===== config.mk =====
export PLATFORM = sky130hd
export DESIGN_NAME = gray_counter
export DESIGN_NICKNAME = d
export VERILOG_FILES = /design/src/rtl/gray_counter.sv
export SDC_FILE = /design/constraint.sdc
export NUM_CORES = 1
export LEC_CHECK = 0
export CORE_AREA = 4 4 41 43
export CTS_BUF_LIST = sky130_fd_sc_hd__clkbuf_16
export CTS_CLUSTER_DIAMETER = 200
export DETAILED_ROUTE_END_ITERATION = 10
export DIE_AREA = 0 0 45 47
export GPL_TIMING_DRIVEN = 0
export HOLD_SLACK_MARGIN = 0.12
export PLACE_DENSITY = 0.75
export SLEW_MARGIN = 20
export SYNTH_ARGS = -nofsm -noshare
export SYNTH_HDL_FRONTEND = slang
export SYNTH_SLANG_ARGS = --single-unit

===== constraint.sdc =====
create_clock -name clk -period 2.2 [get_ports clk]
set_input_delay 0.22 -clock clk [delete_from_list [all_inputs] [get_ports clk]]
set_output_delay 0.22 -clock clk [all_outputs]
set_load 0.005 [all_outputs]

===== src/rtl/gray_counter.sv =====
// gray_counter: registered binary/Gray up/down counter that wraps or saturates at the range limits.
// Latency: one clock from clr/load/en to the bin_q/gray_q/tc update.
// Backpressure: none; a control action is accepted every cycle.
module gray_counter #(
  parameter int               WIDTH     = 4,
  parameter bit               SATURATE  = 1'b0,
  parameter logic [WIDTH-1:0] RESET_VAL = '0
) (
  input  logic             clk,
  input  logic             rst_n,
  input  logic             clr,
  input  logic             load,
  input  logic [WIDTH-1:0] load_bin,
  input  logic             en,
  input  logic             up_dn,
  output logic [WIDTH-1:0] bin_q,
  output logic [WIDTH-1:0] gray_q,
  output logic             tc
);

  localparam logic [WIDTH-1:0] ONE        = WIDTH'(1);
  localparam logic [WIDTH-1:0] MAX_VAL    = '1;
  localparam logic [WIDTH-1:0] MIN_VAL    = '0;
  // Gray image of the reset value, so the invariant holds straight out of reset.
  localparam logic [WIDTH-1:0] RESET_GRAY = RESET_VAL ^ (RESET_VAL >> 1);

  logic [WIDTH-1:0] bin_d;
  logic [WIDTH-1:0] gray_d;
  logic             tc_d;
  logic             tc_q;
  logic             at_max;
  logic             at_min;

  assign at_max = (bin_q == MAX_VAL);
  assign at_min = (bin_q == MIN_VAL);

  // Next binary value and boundary flag: clr beats load beats a count step.
  always_comb begin
    bin_d = bin_q;
    tc_d  = 1'b0;
    if (clr) begin
      bin_d = RESET_VAL;
    end else if (load) begin
      bin_d = load_bin;
    end else if (en) begin
      if (up_dn) begin
        if (at_max) begin
          // A step attempted at the top flags tc in both modes; only the value differs.
          tc_d  = 1'b1;
          bin_d = SATURATE ? MAX_VAL : MIN_VAL;
        end else begin
          bin_d = bin_q + ONE;
        end
      end else begin
        if (at_min) begin
          tc_d  = 1'b1;
          bin_d = SATURATE ? MIN_VAL : MAX_VAL;
        end else begin
          bin_d = bin_q - ONE;
        end
      end
    end
  end

  // Gray is encoded from the next value so both outputs leave the same flops on the same edge.
  always_comb begin
    gray_d = bin_d ^ (bin_d >> 1);
  end

  // State registers; reset loads the configured start value immediately.
  always_ff @(posedge clk or negedge rst_n) begin
    if (!rst_n) begin
      bin_q  <= RESET_VAL;
      gray_q <= RESET_GRAY;
      tc_q   <= 1'b0;
    end else begin
      bin_q  <= bin_d;
      gray_q <= gray_d;
      tc_q   <= tc_d;
    end
  end

  assign tc = tc_q;

endmodule

; Word level (Yosys, flattened, before mapping)
; Cells that the tools add are included.
[op_classes]
addsub = 2
n_bitwise = 1
n_mux = 12
n_reduce_logical = 1
eq_ne = 1
[ops]
columns = op, n
row1 = 4-bit 2-to-1 mux, 6
row2 = 1-bit 2-to-1 mux, 6
row3 = "4-bit by 1-bit adder with 4-bit output, second input constant", 1
row4 = "4-bit == test, second input constant", 1
row5 = 4-bit zero test, 1
row6 = "4-bit by 1-bit subtractor with 4-bit output, second input constant", 1
row7 = 4-bit by 3-bit bitwise XOR with 4-bit output, 1
[word_totals]
out_inout_bits = 9
word_cells = 20
regBits = 9
inputBits = 10

; Longest topological paths before layout
; Gate-level depths: netlist of the first run.
[logic_depth]
depth_word = 7
mapped_depth = 7
ltp_nobuf = 7

; Worst setup path before layout of the first run
; Ideal clock, no wire load.
[synth_timing]
path_kind = flip-flop to flip-flop
startpoint = reg bin_q[0]
endpoint = reg gray_q[0]
slack_ns = 0.359
required_time_ns = 2.082
n_path_buf = 0
path_stages_with_launch = 8
setup_time_ns = 0.118
period_less_slack_ns = 1.841
t_arrival_ns = 1.722
cell_sequence = dfrtp_1 > inv_1 > ha_1 > or4b_4 > and3_4 > o31ai_2 > xor2_1 > nor2_1
[synth_between]
elab_chain_len = 7
[synth_rtl]
columns = item, line_no
row1 = from (decl), 16  ; output logic [WIDTH-1:0] bin_q,
row2 = from (signal assigned), 77  ; bin_q <= bin_d;
row3 = "4-bit by 1-bit subtractor with 4-bit output, or another cell as far along", 59  ; bin_d = bin_q - ONE;
row4 = "4-bit 2-to-1 mux, on equally long branches", "55, 47"
row5 = 4-bit 2-to-1 mux, 46  ; if (up_dn) begin
row6 = 4-bit 2-to-1 mux (*), 45  ; end else if (en) begin
row7 = 4-bit 2-to-1 mux (*), 43  ; end else if (load) begin
row8 = 4-bit 2-to-1 mux (*), 41  ; if (clr) begin
row9 = 4-bit by 3-bit bitwise XOR with 4-bit output (*), 67  ; gray_d = bin_d ^ (bin_d >> 1);
row10 = net gray_d[0], 28  ; logic [WIDTH-1:0] gray_d;
row11 = to (signal assigned), 78  ; gray_q <= gray_d;
row12 = to (decl), 17  ; output logic [WIDTH-1:0] gray_q,
; Mark *: on every way through the listed nets, which the timed path passes. The rest lies on a longest branch.

; Worst setup path after layout of the first run
; Same ends and word-level chain as after synthesis.

==> results.ini, run 1 <==
[clocking]
cts_root_buf=clkbuf_16
cts_tree=yes
cts_max_path_buffers=2
cts_setup_buffers=0
cts_resized=0
path_clk_slew_ns=0.04
worstSkewPairLatency_ns=0.23
numCtsBuffers=3
clock_sinks=8
cts_hold_buffers=0
cts_max_level=1

[die]
die_area_mm2=0.00212
die_y_um=47
pin_count=19
die_x_um=45
initial_core_util_pct=38.3
rows=13
core_mm2=0.00130

[synth]
syn_inst=50
synth.distinct_cells=24
syn_area_um2=498
syn_area_per_cell_um2=9.96
ys_ff_latch=8
yosysWarningCount=0
synth_largest_area_cell=dfrtp_1
synth_nets=62
ys_seq_area_share_pct=40.2
yosys-top-cells-area=dfrtp_1, xor2_1, ha_1
synth_top_area_share_pct=40.2

[power]
p_per_area_mw_per_mm2=771
leakagePower_uw=0.000344
max-vdd-ir-drop_uv=701
finalPower_uw=595

[timing]
slew_headroom_pct=74.5
fin_skew_ns=0.00163
fin_crit_sh_pct=90.1
worstMarginPinSlew_ns=0.381
hold_viol=0
setup_viol=0
fin_crit_ns=1.98
max_freq_mhz=505
slew_violations=0
setup_tns_ns=0
rsz0062_at_grt=false

[worst_setup_path]
crit_arrival_ns=2.08
cp-end-kind=register
critPathRequiredTime_ns=2.30
path_max_fanout=9
start_kind=register
crit_type=reg -> reg

[place]
place.gp.congestion=0.783
hpwl_um=807
io_buffer_count=18

[finish]
layout-drive-gt1-share_pct=14.1
syn2layout_area_growth_pct=55.0
layout_common_cells=clkdlybuf4s50_1, dfrtp_1, nor2_1, xor2_1, inv_1
final_common_cell=clkdlybuf4s50_1
nets=85
antenna_cells=0
fillCellCount=122

[routing]
detail-route-antenna-nets=0
via_per_inst=5.06
routedWlPerCell_um=12.0
drc=0
dr.first_iter.drc_count=3
vias=435
firstDrtPassIters=4
routed_wl_mm=1.03

[min_path]
hold_path_class=in -> async

[status]
outcome=completed

[run]
cap_violations=0

[global_route]
first_global_vias=444
grt_pass1_wl_mm=1.85
grt.overflow.total=0
grt_max_degree=10
antenna_found_initial=0
grt_usage_pct=12.3

[kinds of logic after synthesis]
group	share of synthesized area (%)
compound gates	17.3
xor+xnor	8.79
fa+ha+maj	5.02
buf+inv	4.52
flops	40.2
mux	6.28
simple gates	17.8
[power breakdown]
part	leakage, uW	internal (uW)	total, uW	switching, uW
registers	0.000103	163	179	15.6
logic	0.000204	72.9	120	47.2
clock network	0.0000370	233	296	62.8
total	0.000344	470	595	126
[cell usage after synthesis, drive strengths merged]
cell     n
dfrtp    8
nor2     6
xor2     5
inv      4
a21oi    3
nand2    3
a211oi   2
ha       2
mux2i    2
o21ai    2
a2111oi  1
a21o     1
a31oi    1
and3     1
buf      1
mux2     1
nand3    1
nand4    1
nor2b    1
nor3     1
o31ai    1
or4      1
or4b     1
[cell type report]
| class | count | area [um^2] | share of cell area, % |
|---|---|---|---|
| inverter | 4 | 15.0 | 1.94 |
| buffer | 1 | 7.51 | 0.972 |
| multi-input combinational | 37 | 275 | 35.7 |
| timing repair buffer | 18 | 180 | 23.3 |
| clock buffer | 3 | 75.1 | 9.72 |
| sequential | 8 | 200 | 25.9 |
| tap | 15 | 18.8 | 2.43 |
[flip-flops by register name, summed over array words and instances, names as in the netlist]
signal and count:
tc 1, gray_q 3, bin_q 4
[path summary, 6_finish.rpt]
path                             startpoint        end  slack, ns  cells after the start
worst min-delay path                  rst_n   bin_q[0]       0.27                      1
max in group asynchronous             rst_n   bin_q[2]       1.68                      1
worst min register to register     bin_q[3]         tc       0.71                      2
worst max-delay path               bin_q[0]  gray_q[0]       0.22                      7
min in group clk                load_bin[3]   bin_q[3]       0.63                      3
worst max register to register     bin_q[0]  gray_q[0]       0.22                      7
[layer usage]
layer  vias up  part of all wire [%]  global-route usage [%]
met2        13                    47                    18.4
met1       203                    45                    14.5
met5         -                     0                       0
met4         0                     0                    4.68
li1        219                     -                       -
met3         0                   8.2                    7.28
[stage by stage]
stage	area, um^2	util, %	cells	worst slack (ns)	hold WS, ns
3_5_place_dp	697	53.6	83	0.168	0.532
6_report	772	59.3	86	0.218	0.267
4_1_cts	772	59.3	86	0.220	0.288
5_1_grt	772	59.3	86	0.100	0.298
2_1_floorplan	498	-	50	0.359	-0.0756
3_3_place_gp	697	53.6	83	0.160	0.517
[worst max-delay path, cell delays in order (launching register included)]
cell and delay [ns]:
dfrtp_1 0.46, inv_1 0.09, ha_1 0.18, or4b_4 0.47, and3_4 0.20, o31ai_2 0.22
xor2_1 0.17, nor2_1 0.06
Power figures use the tool's default switching activity.
==> inputs of run 2 (changes only) <==
CAP_MARGIN = 20   (was not set)
==> results of run 2 <==
Final layout, timing and power as in run 1 (identical DEF).
